--- src/rtl/halut_matmul_collector_if.sv ---
// Stream interface of the halut matmul output collector.
//   Input side : per-channel decoder result, valid strobe and local m address.
//   Output side: serialised result, global m address, source channel,
//                valid/ready handshake.
// Modports:
//   master - the collector (consumes decoder results, drives the stream)
//   slave  - the environment (drives decoder results, sinks the stream)
interface halut_matmul_collector_if #(
    parameter int NumCh        = 4,
    parameter int DecAddrWidth = 3,
    parameter int ResultWidth  = 32,
    parameter int MAddrWidth   = 5
);
    localparam int ChWidth = $clog2(NumCh);

    logic [ResultWidth-1:0]  result_i [NumCh];
    logic [NumCh-1:0]        valid_i;
    logic [DecAddrWidth-1:0] m_addr_i [NumCh];

    logic [ResultWidth-1:0]  result_o;
    logic [MAddrWidth-1:0]   m_addr_o;
    logic [ChWidth-1:0]      ch_o;
    logic                    valid_o;
    logic                    ready_i;

    modport master (
        input  result_i, valid_i, m_addr_i, ready_i,
        output result_o, m_addr_o, ch_o, valid_o
    );

    modport slave (
        output result_i, valid_i, m_addr_i, ready_i,
        input  result_o, m_addr_o, ch_o, valid_o
    );
endinterface

--- src/rtl/halut_matmul_collector.sv ---
// Output collector for the halut matmul top.
// Buffers per-group decoder results in one small FIFO per channel and
// serialises them onto a single valid/ready stream carrying the global
// column address (local + ch*DecoderUnits).
// Ports:
//   clk_i, rst_ni  - clock, asynchronous active-low reset
//   flush_i        - synchronous clear of all buffered state and counters
//   bus            - collector_if.master: decoder inputs + output stream
//   overflow_o     - sticky, set when any input was dropped on a full FIFO
//   drop_cnt_o     - saturating count of dropped inputs
//   empty_o        - all FIFOs empty and no output pending
module halut_matmul_collector #(
    parameter int NumCh        = 4,
    parameter int DecoderUnits = 8,
    parameter int M            = 32,
    parameter int MAddrWidth   = $clog2(M),
    parameter int DecAddrWidth = $clog2(DecoderUnits),
    parameter int ResultWidth  = 32,
    parameter int FifoDepth    = 4,
    parameter int ArbMode      = 0,
    parameter int DropCntWidth = 8
) (
    input  logic                    clk_i,
    input  logic                    rst_ni,
    input  logic                    flush_i,
    halut_matmul_collector_if.master bus,
    output logic                    overflow_o,
    output logic [DropCntWidth-1:0] drop_cnt_o,
    output logic                    empty_o
);
    localparam int ChWidth    = $clog2(NumCh);
    localparam int PtrWidth   = $clog2(FifoDepth);
    localparam int EntryWidth = ResultWidth + DecAddrWidth;
    localparam int SumWidth   = $clog2(NumCh + 1);

    logic [NumCh-1:0]      fifo_empty;
    logic [NumCh-1:0]      fifo_full;
    logic [NumCh-1:0]      push;
    logic [NumCh-1:0]      pop;
    logic [NumCh-1:0]      drop;
    logic [EntryWidth-1:0] head_data [NumCh];

    logic [ChWidth-1:0]    last_reg;
    logic [ChWidth-1:0]    grant_idx;
    logic [ChWidth-1:0]    cand;
    logic                  grant_valid;
    logic                  load;
    logic [EntryWidth-1:0] sel_entry;

    logic                    valid_reg;
    logic [ResultWidth-1:0]  result_reg;
    logic [MAddrWidth-1:0]   m_addr_reg;
    logic [ChWidth-1:0]      ch_reg;
    logic                    overflow_reg;
    logic [DropCntWidth-1:0] drop_cnt_reg;
    logic [DropCntWidth-1:0] drop_cnt_next;
    logic [SumWidth-1:0]     drop_sum;
    logic [DropCntWidth:0]   cnt_sum;

    // Output register may reload when it is free or being drained this cycle.
    assign load = grant_valid && (!valid_reg || bus.ready_i) && !flush_i;

    genvar gi;
    generate
        for (gi = 0; gi < NumCh; gi++) begin : g_ch
            logic [EntryWidth-1:0] mem [FifoDepth];
            // One extra pointer bit distinguishes full from empty.
            logic [PtrWidth:0]     wr_ptr_reg;
            logic [PtrWidth:0]     rd_ptr_reg;

            assign fifo_empty[gi] = (wr_ptr_reg == rd_ptr_reg);
            assign fifo_full[gi]  = (wr_ptr_reg[PtrWidth] != rd_ptr_reg[PtrWidth]) &&
                                    (wr_ptr_reg[PtrWidth-1:0] == rd_ptr_reg[PtrWidth-1:0]);
            assign pop[gi]        = load && (grant_idx == ChWidth'(gi));
            // A full FIFO still accepts when its head leaves in the same cycle.
            assign push[gi]       = bus.valid_i[gi] && !flush_i && (!fifo_full[gi] || pop[gi]);
            assign drop[gi]       = bus.valid_i[gi] && !flush_i && fifo_full[gi] && !pop[gi];
            assign head_data[gi]  = mem[rd_ptr_reg[PtrWidth-1:0]];

            // When full and popping, the write slot equals the read slot; the
            // old head is captured by the output register on the same edge.
            always_ff @(posedge clk_i) begin
                if (push[gi]) begin
                    mem[wr_ptr_reg[PtrWidth-1:0]] <= {bus.result_i[gi], bus.m_addr_i[gi]};
                end
            end

            always_ff @(posedge clk_i or negedge rst_ni) begin
                if (!rst_ni) begin
                    wr_ptr_reg <= '0;
                    rd_ptr_reg <= '0;
                end else if (flush_i) begin
                    wr_ptr_reg <= '0;
                    rd_ptr_reg <= '0;
                end else begin
                    if (push[gi]) wr_ptr_reg <= wr_ptr_reg + 1'b1;
                    if (pop[gi])  rd_ptr_reg <= rd_ptr_reg + 1'b1;
                end
            end
        end
    endgenerate

    // Arbiter: round-robin search starts after the last grant; fixed
    // priority searches from channel 0. NumCh is a power of two, so the
    // candidate index wraps naturally.
    always_comb begin
        grant_valid = 1'b0;
        grant_idx   = '0;
        cand        = '0;
        for (int k = 0; k < NumCh; k++) begin
            if (ArbMode == 0) cand = last_reg + ChWidth'(k + 1);
            else              cand = ChWidth'(k);
            if (!grant_valid && !fifo_empty[cand]) begin
                grant_valid = 1'b1;
                grant_idx   = cand;
            end
        end
    end

    assign sel_entry = head_data[grant_idx];

    always_comb begin
        drop_sum = '0;
        for (int c = 0; c < NumCh; c++) begin
            drop_sum = drop_sum + SumWidth'(drop[c]);
        end
        cnt_sum       = {1'b0, drop_cnt_reg} + (DropCntWidth + 1)'(drop_sum);
        drop_cnt_next = cnt_sum[DropCntWidth] ? '1 : cnt_sum[DropCntWidth-1:0];
    end

    always_ff @(posedge clk_i or negedge rst_ni) begin
        if (!rst_ni) begin
            valid_reg    <= 1'b0;
            result_reg   <= '0;
            m_addr_reg   <= '0;
            ch_reg       <= '0;
            last_reg     <= ChWidth'(NumCh - 1);
            overflow_reg <= 1'b0;
            drop_cnt_reg <= '0;
        end else if (flush_i) begin
            valid_reg    <= 1'b0;
            last_reg     <= ChWidth'(NumCh - 1);
            overflow_reg <= 1'b0;
            drop_cnt_reg <= '0;
        end else begin
            if (load) begin
                valid_reg  <= 1'b1;
                result_reg <= sel_entry[EntryWidth-1:DecAddrWidth];
                m_addr_reg <= MAddrWidth'(sel_entry[DecAddrWidth-1:0]) +
                              MAddrWidth'(grant_idx) * MAddrWidth'(DecoderUnits);
                ch_reg     <= grant_idx;
                last_reg   <= grant_idx;
            end else if (valid_reg && bus.ready_i) begin
                valid_reg  <= 1'b0;
            end
            if (|drop) begin
                overflow_reg <= 1'b1;
                drop_cnt_reg <= drop_cnt_next;
            end
        end
    end

    assign bus.valid_o  = valid_reg;
    assign bus.result_o = result_reg;
    assign bus.m_addr_o = m_addr_reg;
    assign bus.ch_o     = ch_reg;
    assign overflow_o   = overflow_reg;
    assign drop_cnt_o   = drop_cnt_reg;
    assign empty_o      = (&fifo_empty) && !valid_reg;
endmodule

--- src/flat_wrapper.sv ---
// flat-port wrapper written by rule: the top's interface ports become plain ports
module halut_matmul_collector_flat 
#(
    parameter int NumCh        = 4,
    parameter int DecoderUnits = 8,
    parameter int M            = 32,
    parameter int MAddrWidth   = $clog2(M),
    parameter int DecAddrWidth = $clog2(DecoderUnits),
    parameter int ResultWidth  = 32,
    parameter int FifoDepth    = 4,
    parameter int ArbMode      = 0,
    parameter int DropCntWidth = 8
)
  (clk_i, rst_ni, flush_i, overflow_o, drop_cnt_o, empty_o, bus_result_i, bus_valid_i, bus_m_addr_i, bus_ready_i, bus_result_o, bus_m_addr_o, bus_ch_o, bus_valid_o);
  halut_matmul_collector_if #(.NumCh(NumCh), .DecAddrWidth(DecAddrWidth), .ResultWidth(ResultWidth), .MAddrWidth(MAddrWidth)) bus_i ();
  input  logic clk_i;
  input  logic rst_ni;
  input  logic flush_i;
  output logic overflow_o;
  output logic [DropCntWidth-1:0] drop_cnt_o;
  output logic empty_o;
  input wire logic [$bits(bus_i.result_i)-1:0] bus_result_i;
  input wire logic [$bits(bus_i.valid_i)-1:0] bus_valid_i;
  input wire logic [$bits(bus_i.m_addr_i)-1:0] bus_m_addr_i;
  input wire logic [$bits(bus_i.ready_i)-1:0] bus_ready_i;
  output wire logic [$bits(bus_i.result_o)-1:0] bus_result_o;
  output wire logic [$bits(bus_i.m_addr_o)-1:0] bus_m_addr_o;
  output wire logic [$bits(bus_i.ch_o)-1:0] bus_ch_o;
  output wire logic [$bits(bus_i.valid_o)-1:0] bus_valid_o;
  assign bus_i.result_i = {>>{bus_result_i}};
  assign bus_i.valid_i = bus_valid_i;
  assign bus_i.m_addr_i = {>>{bus_m_addr_i}};
  assign bus_i.ready_i = bus_ready_i;
  assign bus_result_o = bus_i.result_o;
  assign bus_m_addr_o = bus_i.m_addr_o;
  assign bus_ch_o = bus_i.ch_o;
  assign bus_valid_o = bus_i.valid_o;
  halut_matmul_collector #(.NumCh(NumCh), .DecoderUnits(DecoderUnits), .M(M), .MAddrWidth(MAddrWidth), .DecAddrWidth(DecAddrWidth), .ResultWidth(ResultWidth), .FifoDepth(FifoDepth), .ArbMode(ArbMode), .DropCntWidth(DropCntWidth)) u_core (.clk_i(clk_i), .rst_ni(rst_ni), .flush_i(flush_i), .bus(bus_i), .overflow_o(overflow_o), .drop_cnt_o(drop_cnt_o), .empty_o(empty_o));
endmodule
--- config.mk ---
export PLATFORM = sky130hd
export DESIGN_NAME = halut_matmul_collector_flat
export DESIGN_NICKNAME = d
export VERILOG_FILES = /design/src/rtl/halut_matmul_collector_if.sv /design/src/rtl/halut_matmul_collector.sv /design/src/flat_wrapper.sv
export SDC_FILE = /design/constraint.sdc
export NUM_CORES = 1
export LEC_CHECK = 0
export ABC_AREA = 0
export BUFFER_PORTS_ARGS = -buffer_cell sky130_fd_sc_hd__buf_2
export CAP_MARGIN = 20
export CORE_UTILIZATION = 56
export CTS_BUF_LIST = sky130_fd_sc_hd__clkbuf_2 sky130_fd_sc_hd__clkbuf_4 sky130_fd_sc_hd__clkbuf_8
export CTS_CLUSTER_DIAMETER = 100
export DETAILED_ROUTE_END_ITERATION = 12
export GPL_TIMING_DRIVEN = 0
export MAX_ROUTING_LAYER = met4
export PLACE_DENSITY = 0.76
export SYNTH_ARGS = -nofsm -noshare
export SYNTH_HDL_FRONTEND = slang
export SYNTH_SLANG_ARGS = --single-unit
export TNS_END_PERCENT = 50
--- constraint.sdc ---
create_clock -name clk_i -period 4.2 [get_ports clk_i]
set_input_delay 0.63 -clock clk_i [delete_from_list [all_inputs] [get_ports clk_i]]
set_output_delay 0.63 -clock clk_i [all_outputs]
set_load 0.05 [all_outputs]
==> Word-level counts from Yosys, hierarchy flattened <==
Memories as Yosys holds them, arrays and structs flattened.
Cells that the tools add are included.
{ "totals": {"inputBits": 148, "out_inout_bits": 50, "mem_bits_rw": 560, "regBits": 75, "elab_cells": 176, "n_memories": 4} }
{ "memory_table": {"columns": ["name", "depth", "word_bits", "read_ports", "rd_clocked_by_memory_dff", "write_ports", "line_no", "source"], "rows": [
  ["u_core.g_ch[0].mem", 4, 35, 1, 0, 1, "halut_matmul_collector.sv:66", "logic [EntryWidth-1:0] mem [FifoDepth];"],
  ["u_core.g_ch[1].mem", 4, 35, 1, 0, 1, "halut_matmul_collector.sv:66", null],
  ["u_core.g_ch[2].mem", 4, 35, 1, 0, 1, "halut_matmul_collector.sv:66", null],
  ["u_core.g_ch[3].mem", 4, 35, 1, 0, 1, "halut_matmul_collector.sv:66", null]
]} }
{ "op_classes": {"n_addsub": 16, "n_eq_ne": 15, "reduce_logical": 66, "bitwise": 2, "n_lt_le_gt_ge": 5, "mux": 53} }
{ "ops": {"columns": ["operator", "count"], "rows": [
  ["binary-select mux 35 bit (select 2 bit)", 1],
  ["two-way mux 35 bit", 2],
  ["two-way mux 3 bit", 16],
  ["logical AND 1 bit", 31],
  ["adder 3 x 1 -> 3 bit, second input constant", 8],
  ["two-way mux 8 bit", 3],
  ["two-way mux 1 bit", 21],
  ["nonzero test 2 bit", 10],
  ["zero test 1 bit", 15],
  ["equality test 3 bit", 4],
  ["less-than comparator 2 x 3 -> 1 bit, second input constant", 4],
  ["two-way mux 2 bit", 6],
  ["adder 8 x 3 -> 9 bit", 1],
  ["binary-select mux 1 bit (select 2 bit)", 4],
  ["equality test 2 bit", 4],
  ["adder 3 x 1 -> 3 bit", 2],
  ["adder 3 x 5 -> 5 bit", 1],
  ["logical OR 1 bit", 5],
  ["adder 2 bit, second input constant", 2],
  ["equality test 2 bit, second input constant", 2],
  ["!= test 1 bit", 4],
  ["AND reduction 4 bit", 1],
  ["OR reduction 4 bit", 1],
  [">= comparator 3 bit, second input constant", 1],
  ["8 further kinds", 8]
]} }

==> Longest topological paths before layout <==
{ "logic_depth": {"word_depth": 24, "mapped_depth": 21, "depth_no_buf": 20} }

==> Worst setup path before layout <==
No wires, ideal clock.
{ "synth_path": {"path_type": "register to register", "start": "register u_core.g_ch[2].rd_ptr_reg[0]", "end": "register u_core.drop_cnt_reg[6], in the netlist u_core.drop_cnt_o[6]", "path_stages_with_launch": 21, "setup_time_ps": 94, "path_slack_ps": 43, "arrival_ps": 4063, "required_time_ps": 4106, "period_less_slack_ps": 4157, "n_path_buf": 1, "path_cell_list": "dfrtp_1 buf_4 xnor2_1 nand3b_1 o311ai_2 a21oi_4 nor3b_4 nor4b_1 ha_1 inv_1 fa_1 inv_1 ha_1 inv_1 fa_1 inv_1 a21o_1 o311ai_1 a31oi_1 nor2_1 a211oi_1"} }
{ "synth_via": {"elab_chain_len": 24, "elab_cells_between_ends": 55, "cone_classes": "add/sub (4); eq/ne (5); mux (19); reduce/logical (27)"} }
{ "synth_lines": {"columns": ["item", "line_no", "source"], "rows": [
  ["from (decl)", "halut_matmul_collector.sv:69", "logic [PtrWidth:0] rd_ptr_reg;"],
  ["from (signal assigned)", "halut_matmul_collector.sv:97", "if (pop[gi]) rd_ptr_reg <= rd_ptr_reg + 1'b1;"],
  ["equality test 3 bit", "halut_matmul_collector.sv:71", "assign fifo_empty[gi] = (wr_ptr_reg == rd_ptr_reg);"],
  ["binary-select mux 1 bit (select 2 bit)", "halut_matmul_collector.sv:113", "if (!grant_valid && !fifo_empty[cand]) begin"],
  ["two-way mux 1 bit (not written as such)", "halut_matmul_collector.sv:113", null],
  ["zero test 1 bit", "halut_matmul_collector.sv:113", null],
  ["logical AND 1 bit", "halut_matmul_collector.sv:113", null],
  ["two-way mux 1 bit", "halut_matmul_collector.sv:113", null],
  ["zero test 1 bit", "halut_matmul_collector.sv:113", null],
  ["logical AND 1 bit", "halut_matmul_collector.sv:113", null],
  ["(+7 left out)", null, null],
  ["zero test 1 bit", "halut_matmul_collector.sv:77", "assign drop[gi] = bus.valid_i[gi] && !flush_i && fifo_full[gi] && !pop[gi];"],
  ["logical AND 1 bit", "halut_matmul_collector.sv:77", null],
  ["adder 1 x 1 -> 2 bit", "halut_matmul_collector.sv:125", "drop_sum = drop_sum + SumWidth'(drop[c]);"],
  ["adder 3 x 1 -> 3 bit (2 in a row)", "halut_matmul_collector.sv:125", null],
  ["adder 8 x 3 -> 9 bit", "halut_matmul_collector.sv:127", "cnt_sum = {1'b0, drop_cnt_reg} + (DropCntWidth + 1)'(drop_sum);"],
  ["two-way mux 8 bit", "halut_matmul_collector.sv:128", "drop_cnt_next = cnt_sum[DropCntWidth] ? '1 : cnt_sum[DropCntWidth-1:0];"],
  ["two-way mux 8 bit", "halut_matmul_collector.sv:156", "if (|drop) begin"],
  ["two-way mux 8 bit", "halut_matmul_collector.sv:140", "end else if (flush_i) begin"],
  ["to (signal assigned)", "halut_matmul_collector.sv:158", "drop_cnt_reg <= drop_cnt_next;"],
  ["to (decl)", "halut_matmul_collector.sv:55", "logic [DropCntWidth-1:0] drop_cnt_reg;"]
]} }
Parallel ways exist; a longest one is shown, timed or not. The select of a mux whose other input is x is not followed.
A chain may end at the register's enable or synchronous reset.

==> Final worst setup path <==
{ "layout_path": {"start": "register u_core.g_ch[1].rd_ptr_reg[2]", "end": "register u_core.drop_cnt_reg[6], in the netlist u_core.drop_cnt_o[6]"} }
{ "layout_via": {"elab_chain_len": 24, "elab_cells_between_ends": 55, "cone_classes": "add/sub (4); eq/ne (5); mux (19); reduce/logical (27)"} }
{ "layout_lines": {"columns": ["item", "line_no"], "rows": [
  ["from (decl)", "halut_matmul_collector.sv:69"],
  ["from (signal assigned)", "halut_matmul_collector.sv:97"],
  ["equality test 3 bit", "halut_matmul_collector.sv:71"],
  ["binary-select mux 1 bit (select 2 bit)", "halut_matmul_collector.sv:113"],
  ["two-way mux 1 bit (not written as such)", "halut_matmul_collector.sv:113"],
  ["zero test 1 bit", "halut_matmul_collector.sv:113"],
  ["logical AND 1 bit", "halut_matmul_collector.sv:113"],
  ["two-way mux 1 bit", "halut_matmul_collector.sv:113"],
  ["zero test 1 bit", "halut_matmul_collector.sv:113"],
  ["logical AND 1 bit", "halut_matmul_collector.sv:113"],
  ["(+7 left out)", null],
  ["zero test 1 bit", "halut_matmul_collector.sv:77"],
  ["logical AND 1 bit", "halut_matmul_collector.sv:77"],
  ["adder 1 x 1 -> 2 bit", "halut_matmul_collector.sv:125"],
  ["adder 3 x 1 -> 3 bit (2 in a row)", "halut_matmul_collector.sv:125"],
  ["adder 8 x 3 -> 9 bit", "halut_matmul_collector.sv:127"],
  ["two-way mux 8 bit", "halut_matmul_collector.sv:128"],
  ["two-way mux 8 bit", "halut_matmul_collector.sv:156"],
  ["two-way mux 8 bit", "halut_matmul_collector.sv:140"]
]} }
Parallel ways exist; a longest one is shown, timed or not. The select of a mux whose other input is x is not followed.

==> metrics.yaml <==
cells_and_area:
  finish.utilization_pct: 67.18
  multi_input_area_um2: 6331
  areaGrowthSynthToFinish_pct: 18.60
  fillers: 2904
  fin_nets: 1729
  register_area_um2: 18650
  fin_cells: 2241
  largest_reg_flops: 560
  drive_above_1_share_pct: 38.49
floorplan:
  die_w_um: 213.3
  core_area_um2: 44120
  die_y_um: 213.3
  rows: 77
  dieArea_um2: 45490
  ioPinCount: 198
  start_util_pct: 56.65
route:
  drc: 2
  vias: 13020
  first_iter_violations: 1089
  wl_met2_um: 27570
  ant_nets: 0
  wirelength_met1_um: 21840
  wl_per_cell_um: 24.59
  top_layer: "met4"
  firstDrtPassIters: 12
  vias_per_cell: 5.809
  drt-total-wl_um: 55110
  wl_met3_um: 4296
synthesis:
  ys_seq_area_share_pct: 74.59
  ys_async_sr_fraction_pct: 11.53
  ys_warn_count: 0
  synth_cell_type_count: 62
  yosys-top-cells-count: "edfxtp_1, mux4_2, mux2i_1, dfrtp_1"
  yosysMostFrequentCell: "edfxtp_1"
  synth_edf_count: 560
  syn-mean-instance-area_um2: 20.54
  yosys-top-cells-area: "edfxtp_1, mux4_2, dfrtp_1"
  synth_ff_type: "edfxtp_1"
  netlist_area_um2: 25000
  synth-seq-cells: 633
  synth_top_area_share_pct: 67.27
  synth_fp_nets: 1393
  yosysTopAreaCell: "edfxtp_1"
  syn_inst: 1217
critical_path:
  critical_path_class: "reg -> reg"
  critPathMaxFanout: 4
  cp-start-kind: "flop"
  required_ns: 4.73
  arrival_ns: 4.77
  crit_path_end_kind: "flop"
  r2r_slack_ns: -0.05
sta:
  tightest_slew_ns: 1.063
  finalSetupViolations: 1
  hold_viol: 0
  fmax_mhz: 235.4
  relSlewSlack_pct: 29.12
  setup_slack_ns: -0.04844
  min_period_ns: 4.248
  fin_skew_ns: 0.03174
  drv_slew: 0
  rsz0062_at_grt: "yes"
  fin_crit_sh_pct: 101.2
worst_hold_path:
  hp-class: "in -> reg"
global_route:
  antenna_found_initial: 14
  grt_use_total_pct: 25.54
  grt_pass1_wl_um: 80350
  grt_pass1_vias: 13220
  grt_max_degree: 38
  grt-ovfl-total: 0
power_and_ir_drop:
  vdd_drop_max_mv: 0.6192
  total_power_w: 0.01836
  power_density_nw_per_um2: 619.4
  leakagePower_nw: 10.65
placement:
  hpwl_um: 36490
  placement.io_buffers: 196
  preCtsSetupSlack_ns: -0.4885
  gp_congestion: 0.8988
  place_inst: 2020
clock_network:
  clk_pin_slew_ns: 0.06
  tritoncts: "built"
  clock_path_buffers: 3
  insertion_delay_ns: 0.68
  clockRootBuffer: "clkbuf_8"
  clock_sinks: 633
  cts_buffers: 99
  h-tree-depth: 3
status:
  outcome: "complete, but fails checks"
  violations: "DRC, setup timing"
run:
  max-cap-violations: 0
-- final timing paths --
kind,start,to,cells past startpoint
setup / recovery,u_core.g_ch[1].rd_ptr_reg[2]$_DFFE_PN0P_,u_core.drop_cnt_o[6]$_DFFE_PN0P_,20
hold / removal,bus_result_i[8],u_core.g_ch[3].mem[1][11]$_DFFE_PP_,1
setup reg to reg,u_core.g_ch[1].rd_ptr_reg[2]$_DFFE_PN0P_,u_core.drop_cnt_o[6]$_DFFE_PN0P_,20
hold reg to reg,u_core.bus.result_o[4]$_DFFE_PN0P_,u_core.bus.result_o[4]$_DFFE_PN0P_,1
max in group asynchronous,rst_ni,u_core.last_reg[0]$_DFFE_PN1P_,3
min in group asynchronous,rst_ni,u_core.bus.result_o[20]$_DFFE_PN0P_,2
-- layout by cell type (no fill, tap or decap), types with 34 or more instances in the layout --
master | synthesis | layout
a21o_1 | 35 | 35
buf_2 | 7 | 200
clkbuf_1 | 35 | 35
clkbuf_4 | 0 | 36
clkbuf_8 | 0 | 105
dfrtp_1 | 71 | 65
edfxtp_1 | 560 | 560
mux2i_1 | 72 | 72
mux4_2 | 140 | 140
o22ai_1 | 35 | 34
-- report_power, final --
group / internal (W) / switching, W
registers: 0.00728 / 0.000247
logic: 0.00225 / 0.00341
clock network: 0.00283 / 0.00235
total: 0.0124 / 0.00601
-- final cells by class --
cell class	instances	share of cell area, %
clock inverter	44	1.013
inverter	21	0.2659
buffer	60	1.097
multi-input combinational	503	21.36
antenna	12	0.1013
tap	592	2.499
sequential	633	62.92
clock buffer	141	5.787
timing repair buffer	235	4.959
-- worst max-delay path, stage by stage, from the launching register on --
cell and delay (ns):
dfrtp_1 0.47, xor2_2 0.25, o311ai_2 0.37, o311ai_4 0.18
a21oi_4 0.20, o2111ai_2 0.16, nand3b_1 0.26, inv_2 0.12
ha_4 0.19, inv_2 0.05, fa_1 0.40, inv_1 0.07
ha_2 0.18, inv_2 0.04, fa_2 0.36, inv_2 0.07
a21o_1 0.14, o311ai_2 0.10, a31oi_1 0.25, buf_4 0.17
a211oi_2 0.05
-- logic make-up after synthesis --
logic type / after synthesis / share of synthesized area [%]
compound gates: 116 / 3.484
xor+xnor: 27 / 1.006
fa+ha+maj: 28 / 1.462
buf+inv: 81 / 1.447
flops: 633 / 74.59
mux: 214 / 15.59
simple gates: 118 / 2.423
-- per-stage QoR --
stage	hold slack, ns	TNS (ns)	cell area, µm²
6_report	0.1579	-0.04844	29640
2_1_floorplan	0.3344	0	25000
5_1_grt	0.1180	-0.8181	29640
3_3_place_gp	0.4571	-11.09	26720
3_5_place_dp	0.4616	-2.581	27040
4_1_cts	0.1040	0	29310
-- metal layers --
metal | vias up | global-route usage [%]
li1 | 5692 | -
met1 | 6719 | 32.57
met2 | 510 | 40.29
met3 | 98 | 6.780
met4 | 0 | 8.350
met5 | - | -
-- what timing repair did --
action                                  CTS  global route
pin swaps                                12            16
buffers inserted                         13            10
resized for setup                        26            45
cloned                                    0             0
hold endpoints to repair                 35             0
hold buffers                              1             0
endpoints found under the setup margin    8             8
Note: power is estimated with default switching activity, not from simulation.
